File: src/rtl/conv_window_ctrl.sv
// conv_window_ctrl: 3x3 window builder at the consumer end of the conv line-delay chain.
// Accepts row-aligned taps (row, row-1, row-2) for one pixel per accept. Shifts them into a
// 3x3 register window and tracks the raster position. It raises a one-cycle oValid pulse
// only for windows lying fully inside the image (valid-mode convolution).
// Optional build macro: CONV_WINDOW_STRIDE2_EN restricts valid windows to stride 2.
module conv_window_ctrl #(
  parameter int unsigned N = 16,
  parameter int unsigned W = 28,
  parameter int unsigned H = 28
) (
  input  logic                iCLK,
  input  logic                iRST,
  input  logic                iValid,
  input  logic                iStart,
  input  logic signed [N-1:0] iTap0,
  input  logic signed [N-1:0] iTap1,
  input  logic signed [N-1:0] iTap2,
  output logic [9*N-1:0]      oWin,
  output logic                oValid,
  output logic [7:0]          oRow,
  output logic [7:0]          oCol,
  output logic                oFrameDone
);

  typedef enum logic [0:0] {StIdle, StRun} state_e;

  localparam logic [7:0] LastCol = 8'(W - 1);
  localparam logic [7:0] LastRow = 8'(H - 1);

  state_e         state_q, state_d;
  logic [7:0]     row_q, row_d;
  logic [7:0]     col_q, col_d;
  logic [9*N-1:0] win_q, win_d;
  logic           valid_q, valid_d;
  logic           done_q, done_d;
  logic [7:0]     orow_q, orow_d;
  logic [7:0]     ocol_q, ocol_d;

  logic       accept;
  logic [7:0] pix_row, pix_col;
  logic       last_pix;
  logic       win_ok;

  // Accept decode, position of the accepted pixel, and all next-state values.
  always_comb begin
    accept   = iValid && (iStart || (state_q == StRun));
    // iStart always pins the accepted pixel to (0,0), even mid-frame.
    pix_row  = iStart ? 8'd0 : row_q;
    pix_col  = iStart ? 8'd0 : col_q;
    last_pix = (pix_row == LastRow) && (pix_col == LastCol);
`ifdef CONV_WINDOW_STRIDE2_EN
    // (row-2) even is the same as row even.
    win_ok   = (pix_row >= 8'd2) && (pix_col >= 8'd2) && !pix_row[0] && !pix_col[0];
`else
    win_ok   = (pix_row >= 8'd2) && (pix_col >= 8'd2);
`endif

    state_d = state_q;
    row_d   = row_q;
    col_d   = col_q;
    win_d   = win_q;
    valid_d = 1'b0;
    done_d  = 1'b0;
    orow_d  = orow_q;
    ocol_d  = ocol_q;

    if (accept) begin
      // Shift left: column 0 is the oldest pixel, column 2 the newest; row 0 is the top tap.
      for (int r = 0; r < 3; r++) begin
        win_d[(3*r+0)*N +: N] = win_q[(3*r+1)*N +: N];
        win_d[(3*r+1)*N +: N] = win_q[(3*r+2)*N +: N];
      end
      win_d[2*N +: N] = iTap2;
      win_d[5*N +: N] = iTap1;
      win_d[8*N +: N] = iTap0;

      if (last_pix) begin
        row_d   = 8'd0;
        col_d   = 8'd0;
        state_d = StIdle;
      end else begin
        state_d = StRun;
        if (pix_col == LastCol) begin
          col_d = 8'd0;
          row_d = pix_row + 8'd1;
        end else begin
          col_d = pix_col + 8'd1;
          row_d = pix_row;
        end
      end

      valid_d = win_ok;
      done_d  = last_pix;
      if (win_ok) begin
        orow_d = pix_row - 8'd1;
        ocol_d = pix_col - 8'd1;
      end
    end
  end

  // State, position counters, window registers and registered outputs.
  always_ff @(posedge iCLK) begin
    if (iRST) begin
      state_q <= StIdle;
      row_q   <= 8'd0;
      col_q   <= 8'd0;
      win_q   <= '0;
      valid_q <= 1'b0;
      done_q  <= 1'b0;
      orow_q  <= 8'd0;
      ocol_q  <= 8'd0;
    end else begin
      state_q <= state_d;
      row_q   <= row_d;
      col_q   <= col_d;
      win_q   <= win_d;
      valid_q <= valid_d;
      done_q  <= done_d;
      orow_q  <= orow_d;
      ocol_q  <= ocol_d;
    end
  end

  assign oWin       = win_q;
  assign oValid     = valid_q;
  assign oRow       = orow_q;
  assign oCol       = ocol_q;
  assign oFrameDone = done_q;

endmodule
File: config.mk
export PLATFORM = sky130hd
export DESIGN_NAME = conv_window_ctrl
export DESIGN_NICKNAME = d
export VERILOG_FILES = /design/src/rtl/conv_window_ctrl.sv
export SDC_FILE = /design/constraint.sdc
export NUM_CORES = 1
export LEC_CHECK = 0
export CAP_MARGIN = 20
export CORE_MARGIN = 3
export CORE_UTILIZATION = 50
export CTS_CLUSTER_SIZE = 14
export DETAILED_ROUTE_END_ITERATION = 8
export PLACE_DENSITY = 0.95
export SYNTH_ARGS = -nofsm -noshare
export SYNTH_HDL_FRONTEND = slang
export SYNTH_SLANG_ARGS = --single-unit
File: constraint.sdc
create_clock -name iCLK -period 7.14 [get_ports iCLK]
set_input_delay 2.142 -clock iCLK [delete_from_list [all_inputs] [get_ports iCLK]]
set_output_delay 2.142 -clock iCLK [all_outputs]
set_load 0.005 [all_outputs]
==> out/qor.yml, run 1 <==
floorplanning:
  num_rows: 42
  io-pin-count: 214
  die_height_um: 123.9
  initial_utilization_pct: 51.90
  die_x_um: 123.9
  die_area_um2: 15360
  core_um2: 13400
routing:
  avgRoutedWirePerCell_um: 15.92
  vias: 6895
  drt-initial-drc-count: 642
  dr.pass1.iters: 5
  via_per_inst: 5.565
  drtAntennaViolNets: 0
  routed_wl_um: 19720
  drt_drc_violations_left: 0
power_and_ir_drop:
  seq_power_share_pct: 49.2
  p_int_mw: 1.608
  leakage_nw: 3.312
  clkPwrFrac_pct: 41.7
  comb_power_share_pct: 9.2
  p_sw_mw: 0.5125
  powerDensity_nw_per_um2: 218.9
  swShare_pct: 24.17
  p_total_mw: 2.121
  peakVddDrop_mv: 0.2263
place:
  gp_congestion: 0.8997
  io_buffer_count: 213
  dp.final_hpwl_um: 12640
  place_inst: 1206
worst_setup_path:
  r2r_end: "row_q[0]"
  r2r_start: "col_q[1]"
  r2r_slack_ns: 4.45
  crit_end: "row_q[0]"
  path_max_fanout: 31
  ff2ff_path_depth: 7
  start_kind: "input pin"
  worstPathRequired_ns: 7.46
  cp-end-kind: "register"
  critPathKind: "input pin to register"
  worstSetupStartpoint: "iStart"
  cp.arrival_ns: 4.94
final_layout:
  fin_nets: 1108
  num_antenna_cells: 0
  final_cells: 1239
  drive_above_1_share_pct: 4.421
  syn_to_final_growth_pct: 39.31
synthesis:
  syn_avg_cell_area_um2: 7.876
  ys_seq_area_share_pct: 51.53
  yosysTopAreaCellShare_pct: 51.53
  synthTopCellsByArea: "dfxtp_1 52%, nand2_1 17%, a21oi_1 11%"
  synth_area_um2: 6954
  synth_edf_count: 0
  synth-main-ff-cell: "dfxtp_1"
  ys_async_sr_fraction_pct: 0
  post-synth-top-area-cell: "dfxtp_1"
  synthCells: 883
  ys.warnings.count: 0
  syn_nets: 941
  ys_seq_elements: 179
  yosysUniqueCellTypes: 50
min_path:
  min_path_type: "register to register"
clocking:
  clock_latency_ns: 0.42
  cts_buffers: 17
  post_cts_resized: 0
  cts.sinks: 179
  cts_hold_buf: 0
  path_clk_slew_ns: 0.06
  clock-root-buffer: "clkbuf_16"
  htreeDepth: 4
  post_cts_buffers: 0
  tritoncts: "built"
  clock_path_buffers: 2
run_status:
  status: "finished, final reports clean"
global_routing:
  grt_max_degree: 105
  grt_pass1_wl_um: 30620
  antenna_found_initial: 0
  grt_usage_pct: 24.95
  grt_overflow: 0
  first_global_vias: 6096
timing:
  setup_viol: 0
  timing.max_slew.rel_slack_pct: 29.33
  period_needed_ns: 4.615
  finalHoldViolCount: 0
  finalSetupTns_ns: 0
  fmax_ghz: 0.2167
  rsz0062_at_grt: "false"
  worst_pin_slew_ns: 1.060
  clock_skew_ns: 0.01432
  slew_violations: 0
  post-route-period-util_pct: 64.64
run:
  drv_cap: 0
[stage by stage]
stage	hold slack (ns)	utilization (%)	setup slack, ns	area (µm²)
finish	0.4525	72.30	2.525	9688
CTS	0.4544	72.09	2.587	9661
global placement	0.4406	67.87	2.323	9095
global route	0.4633	72.30	2.413	9688
floorplan	0.4527	-	2.614	6954
detailed placement	0.4458	67.87	2.156	9095
[sequential cells by signal, indices dropped and copies added (netlist names)]
name and count:
row_q 8, state_q 1, oFrameDone 1, oValid 1, oCol 8, oWin 144, col_q 8, oRow 8
[synthesized netlist by cell type (5+ instances only)]
library cell,n
inv_1,8
a211oi_1,8
a311oi_1,8
ha_1,6
o21ai_0,7
a21oi_1,154
nor3_1,10
nand2_1,310
clkbuf_1,68
nor2_1,6
dfxtp_1,179
xnor2_1,7
nand3_1,7
nand4_1,8
nor4_1,6
a31oi_1,21
nand2b_1,5
or4_1,7
[area by class of cell]
cell class	instances	area, µm²
fillers	932	3712
flip-flops and latches	179	3583
multi-input cells	620	3060
repair buffers	223	2225
clock buffers	23	498.0
well taps	176	220.2
clock inverters	9	67.56
inverters	9	33.78
[per-layer routing]
metal / vias up / GRT usage [%] / wire, µm
li1: 3328 / - / -
met1: 3201 / 30.87 / 7949
met2: 317 / 40.79 / 9634
met3: 49 / 7.902 / 1640
met4: 0 / 9.446 / 497
met5: - / 0 / 0
[cells by family after synthesis]
logic type,after synthesis,share of synthesized area [%]
compound gates,222,18.14
xor+xnor,8,1.008
fa+ha+maj,6,1.079
buf+inv,84,4.732
flops,179,51.53
mux,1,0.1619
simple gates,383,23.35
[placed cells by master, fill, tap and decap left out, types with 3 or more instances in the layout]
master           Yosys  final
and3_1               3      3
nand4_1              8      8
clkbuf_8             0      5
or4_1                7      7
a21oi_1            154    154
or3_1                4      4
clkinv_4             0      3
nand2b_1             5      5
clkinv_2             0      3
ha_1                 6      6
nand3_1              7      7
o211ai_1             4      4
a311oi_1             8      8
a211oi_1             8      8
nor4_1               6      6
o21ai_0              7      7
inv_6                0      3
inv_1                8      8
and2_1               3      3
a31oi_1             21     21
nor2_1               6      6
nor2b_1              4      4
nor3_1              10     10
nand2_1            310    310
a41oi_1              3      3
clkdlybuf4s50_1      0    212
buf_4                0     10
xnor2_1              7      7
clkbuf_16            0     17
dfxtp_1            179    179
[worst max-delay path, cell delays in order]
cell	delay, ns
clkdlybuf4s50_1	0.39
buf_4	0.23
nand2b_1	0.25
inv_1	0.14
ha_1	0.21
and4b_1	0.31
nor3b_1	0.77
a31oi_1	0.19
a311oi_1	0.28
[how the worst min path moves through the flow]
stage	from	end	slack [ns]	depth (start not counted)
floorplan	oWin[0]	oWin[0]	0.45	2
global placement	oWin[60]	oWin[60]	0.44	2
detailed placement	oWin[96]	oWin[96]	0.45	2
CTS	oWin[3]	oWin[3]	0.45	2
global route	oWin[3]	oWin[3]	0.46	2
finish	oWin[4]	oWin[4]	0.45	2
[power groups by stage]
stage                     registers (mW)  clock network (mW)  logic (mW)
after global routing                1.05               0.932       0.212
final                               1.04               0.884       0.194
after CTS                           1.04               0.892       0.191
after global placement              1.06                   0       0.187
after detailed placement            1.06                   0       0.189
after floorplan                     1.06                   0      0.0909
(Power assumes the default switching activity.)
==> run 2: changes to the inputs <==
CORE_UTILIZATION = 47   (was 50)
PLACE_DENSITY = 0.9   (was 0.95)
clock period = 4.75 ns   (was 7.14 ns; I/O delays follow)
==> out/qor.yml, run 2 (synthesis gave the netlist of run 1 again) <==
run_status:
  status: "finished, final reports clean"
run:
  drv_cap: 0  # unchanged
routing:
  drt_drc_violations_left: 0  # unchanged
  drt-initial-drc-count: 597  # -7.0%
  routed_wl_um: 19600  # -0.62%
  vias: 6805  # -1.3%
  via_per_inst: 5.470  # -1.7%
  avgRoutedWirePerCell_um: 15.75  # -1.0%
  drtAntennaViolNets: 0  # unchanged
  dr.pass1.iters: 5  # unchanged
power_and_ir_drop:
  powerDensity_nw_per_um2: 344.9  # +58%
  leakage_nw: 3.358  # +1.4%
  peakVddDrop_mv: 0.2839  # +25%
worst_setup_path:
  cp.arrival_ns: 4.18  # -0.76 ns
  ff2ff_path_depth: 7  # unchanged
  start_kind: "input pin"
  critPathKind: "input pin to register"
  r2r_slack_ns: 2.27  # -2.18 ns
  path_max_fanout: 22  # -29%
  cp_slowest_cell: "nor3_1"
  r2r_start: "col_q[1]"
  r2r_end: "row_q[5]"
  slowest_delay_ns: 0.66  # -0.11 ns
  crit_chain: "clkdlybuf4s50_1 > buf_4 > nand2b_1 > inv_1 > ha_1 > nor4_1 > and2_1 > nor3_1 > buf_4 > a311oi_1"
  path_common_cell: "buf_4"
  cp-end-kind: "register"
  worstPathRequired_ns: 5.04  # -2.42 ns
final_layout:
  multi_input_area_um2: 3060  # unchanged
  num_antenna_cells: 0  # unchanged
  final_cell_mix: "310 x nand2_1, 212 x clkdlybuf4s50_1, 179 x dfxtp_1"
  drive_above_1_share_pct: 4.605  # +0.18 points
  fin_nets: 1109  # +0.090%
  mostFrequentLayoutCell: "nand2_1"
  syn_to_final_growth_pct: 41.22
  seqCellArea_um2: 3583  # unchanged
  final_cells: 1244  # +0.40%
  final_area_um2: 9821  # +1.4%
  largest_register_ffs: 144  # unchanged
  fill_cells: 1086  # +17%
global_routing:
  grt_usage_pct: 23.44  # -1.5 points
  grt_pass1_wl_um: 31430  # +2.6%
  antenna_found_initial: 0  # unchanged
  grt_overflow: 0  # unchanged
  grt_max_degree: 82  # -22%
  first_global_vias: 6440  # +5.6%
timing:
  rsz0062_at_grt: "false"
  post-route-period-util_pct: 81.94
  fmax_ghz: 0.2569
  finalSetupTns_ns: 0  # unchanged
  finalHoldViolCount: 0  # unchanged
  clock_skew_ns: 0.006281  # -0.008037 ns
  timing.max_slew.rel_slack_pct: 42.79  # +13 points
  period_needed_ns: 3.892
  setup_viol: 0  # unchanged
  worst_pin_slew_ns: 0.8503  # -0.2097 ns
  finalHoldWorstSlack_ns: 0.4541  # +0.001621 ns
  slew_violations: 0  # unchanged
clocking:
  path_clk_slew_ns: 0.07  # about the same
  post_cts_resized: 0  # unchanged
  cts_hold_buf: 0  # unchanged
  clock-root-buffer: "clkbuf_16"
  cts.sinks: 179  # unchanged
  htreeDepth: 4  # unchanged
  post_cts_buffers: 0  # unchanged
  tritoncts: "built"
  clock_path_buffers: 2  # unchanged
  clock_latency_ns: 0.42  # about the same
  cts_buffers: 17  # unchanged
min_path:
  min_to: "oWin[2]"
  holdPathStages: 2  # unchanged
  min_path_type: "register to register"
  worstHoldStart: "oWin[2]"
floorplanning:
  initial_utilization_pct: 49.15  # -2.7 points
  die_height_um: 127.6  # +3.0%
  die_x_um: 127.6  # +3.0%
  die_area_um2: 16290  # +6.1%
  core_um2: 14150  # +5.6%
  num_rows: 43  # +2.4%
  io-pin-count: 214  # unchanged
place:
  gp_congestion: 0.9106  # +1.2%
  place_area_um2: 9178  # +0.91%
  dp.final_hpwl_um: 12820  # +1.4%
  place_inst: 1212  # +0.50%
  io_buffer_count: 213  # unchanged
[run 2: cell count changes in the layout (fill, tap and decap cells not counted), sizes merged]
cell,change
buf,+1
inv,+5
clkbuf,-6
bufinv,+4
clkinvlp,+2
clkinv,-5
[run 2: power breakdown]
| group | switching [mW] | internal, mW |
|---|---|---|
| logic | 0.156 | 0.140 |
| clock network | 0.625 | 0.899 |
| registers | 0.0298 | 1.54 |
[run 2: worst max-delay path by stage]
stage | end | slack, ns | from | cells past startpoint
after detailed placement | oCol[3] | 0.54 | iStart | 10
after floorplan | row_q[5] | 0.94 | iStart | 12
after global placement | oCol[5] | 0.69 | iStart | 10
after CTS | oCol[3] | 0.99 | iStart | 10
after global routing | oRow[7] | 0.75 | iStart | 10
final | oCol[3] | 0.86 | iStart | 10
[run 2: worst max-delay path, delay by kind of cell]
| kind | cells | cell delay (ns) |
|---|---|---|
| compound gates | 1 | 0.10 |
| buf+inv | 4 | 1.33 |
| fa+ha+maj | 1 | 0.19 |
| simple gates | 4 | 1.13 |
[run 2: through the flow]
stage	power [mW]	util, %	setup WS, ns
floorplan	1.734	-	0.9411
finish	3.387	69.40	0.8579
global route	3.507	69.40	0.7471
detailed placement	1.893	64.86	0.5441
CTS	3.410	69.40	0.9891
global placement	1.888	64.86	0.6864
[run 2: cell type report]
cell class | instances | area share, %
repair buffers | 224 | 23.16
inverters | 9 | 0.3440
clock inverters | 15 | 2.217
well taps | 180 | 2.293
flip-flops and latches | 179 | 36.49
clock buffers | 17 | 4.332
multi-input cells | 620 | 31.16
[run 2: routing by layer]
metal	share of wire [%]	wire [µm]	GRT usage (%)	up-vias
met3	8.4	1637	8.278	32
met4	2.2	437	8.489	0
li1	-	-	-	3332
met5	0	0	0	-
met1	41	8002	28.67	3173
met2	49	9521	38.28	268
==> run 3: changes to the inputs <==
CORE_UTILIZATION = 42   (was 47)
PLACE_DENSITY = 0.86   (was 0.9)
clock period = 3.1 ns   (was 4.75 ns; I/O delays follow)
==> out/qor.yml, run 3 (synthesis gave the netlist of run 1 again) <==
clocking:
  cts_hold_buf: 0  # unchanged
  tritoncts: "built"
  clock-root-buffer: "clkbuf_16"
  htreeDepth: 4  # unchanged
  cts_buffers: 17  # unchanged
  cts.sinks: 179  # unchanged
  path_clk_slew_ns: 0.07  # about the same
  clock_latency_ns: 0.43  # about the same
  post_cts_resized: 0  # unchanged
  clock_path_buffers: 2  # unchanged
  post_cts_buffers: 0  # unchanged
global_routing:
  grt_usage_pct: 20.73  # -2.7 points
  first_global_vias: 6090  # -5.4%
  grt_overflow: 0  # unchanged
  grt_max_degree: 94  # +15%
  antenna_found_initial: 0  # unchanged
  grt_pass1_wl_um: 30790  # -2.0%
timing:
  finalHoldWorstSlack_ns: 0.4535  # -0.0006660 ns
  worst_pin_slew_ns: 0.9378  # +0.08755 ns
  fmax_ghz: 0.3451
  setup_viol: 0  # unchanged
  period_needed_ns: 2.897
  timing.max_slew.rel_slack_pct: 37.48  # -5.3 points
  finalSetupTns_ns: 0  # unchanged
  clock_skew_ns: 0.01112  # +0.004843 ns
  finalHoldViolCount: 0  # unchanged
  post-route-period-util_pct: 93.46
  slew_violations: 0  # unchanged
  fin_ws_ns: 0.2026  # -0.6553 ns
  rsz0062_at_grt: "false"
floorplanning:
  die_height_um: 134.7  # +5.5%
  core_um2: 16060  # +13%
  die_area_um2: 18140  # +11%
  io-pin-count: 214  # unchanged
  die_x_um: 134.7  # +5.5%
  num_rows: 46  # +7.0%
  initial_utilization_pct: 43.31  # -5.8 points
final_layout:
  fin_nets: 1131  # +2.0%
  syn_to_final_growth_pct: 43.20
  drive_above_1_share_pct: 6.446  # +1.8 points
  mostFrequentLayoutCell: "nand2_1"
  num_antenna_cells: 0  # unchanged
  largest_register_ffs: 144  # unchanged
  final_cell_mix: "310 x nand2_1, 212 x clkdlybuf4s50_1, 179 x dfxtp_1"
place:
  dpl_worst_slack_ns: -0.2226  # -0.7668 ns
  dp.final_hpwl_um: 13520  # +5.5%
  io_buffer_count: 213  # unchanged
  gp_congestion: 0.8994  # -1.2%
routing:
  drtAntennaViolNets: 0  # unchanged
  avgRoutedWirePerCell_um: 15.11  # -4.1%
  drt-initial-drc-count: 408  # -32%
  dr.pass1.iters: 5  # unchanged
  vias: 6732  # -1.1%
  via_per_inst: 5.171  # -5.5%
  drt_drc_violations_left: 0  # unchanged
  routed_wl_um: 19670  # +0.38%
power_and_ir_drop:
  seq_power_share_pct: 48.6  # +2.4 points
  swShare_pct: 24.67  # +0.72 points
  p_total_mw: 4.944  # +46%
  p_int_mw: 3.724  # +45%
  powerDensity_nw_per_um2: 496.4  # +44%
  p_sw_mw: 1.220  # +50%
  peakVddDrop_mv: 0.3520  # +24%
  leakage_nw: 3.425  # +2.0%
  comb_power_share_pct: 9.5  # +0.8 points
  clkPwrFrac_pct: 42.0  # -3.0 points
worst_setup_path:
  worstPathRequired_ns: 3.43  # -1.61 ns
  cp.arrival_ns: 3.22  # -0.96 ns
  cp-end-kind: "register"
  path_max_fanout: 16  # -27%
  r2r_slack_ns: 0.87  # -1.40 ns
  critPathKind: "input pin to register"
  start_kind: "input pin"
min_path:
  min_path_type: "register to register"
run_status:
  status: "finished, final reports clean"
run:
  drv_cap: 0  # unchanged
run 3: changes by cell type in the layout (fill, tap and decap cells not counted), moves of 2 or more:
cell / delta
clkinv_4: +3
bufinv_16: -3
clkbuf_1: +2
inv_8: -3
buf_4: +22
run 3: per-stage QoR:
stage / area (µm²) / util, % / cells
3_3_place_gp: 9393 / 58.49 / 1270
2_1_floorplan: 6970 / - / 883
4_1_cts: 9958 / 62.02 / 1302
3_5_place_dp: 9393 / 58.49 / 1270
6_report: 9958 / 62.02 / 1302
5_1_grt: 9958 / 62.02 / 1302
run 3: final cells by class:
class	instances	area, µm²
timing repair buffer	246	2440
clock inverter	12	118.9
fill	1317	6100
multi-input combinational	620	3060
tap	216	270.3
sequential	179	3583
clock buffer	20	446.7
inverter	9	38.79
run 3: power groups by stage:
stage          Combinational [mW]  Sequential, mW  Clock [mW]
2_1_floorplan               0.211            2.45           0
3_3_place_gp                0.464            2.45           0
3_5_place_dp                0.468            2.45           0
4_1_cts                     0.470            2.40        2.11
5_1_grt                     0.508            2.41        2.19
6_report                    0.468            2.40        2.07
run 3: final timing paths:
kind                               start  cells past startpoint  endpoint
worst min-delay path            oWin[50]                      2  oWin[50]
worst max register to register  col_q[1]                      7  row_q[5]
worst max-delay path              iStart                     10   oRow[3]
worst min register to register  oWin[50]                      2  oWin[50]
run 3: critical path: stages:
cell and delay, ns:
clkdlybuf4s50_1 0.58, buf_4 0.25, nand2b_1 0.15, inv_1 0.07, ha_1 0.19, nor4_1 0.26
and2_1 0.24, nor3_1 0.08, buf_4 0.19, a311oi_1 0.28
run 3: metal layers:
metal	global-route usage (%)	up-vias	wire, µm
li1	-	3367	-
met1	26.36	3104	8420
met5	0	-	0
met2	34.02	227	9582
met4	7.523	0	412
met3	5.477	34	1257
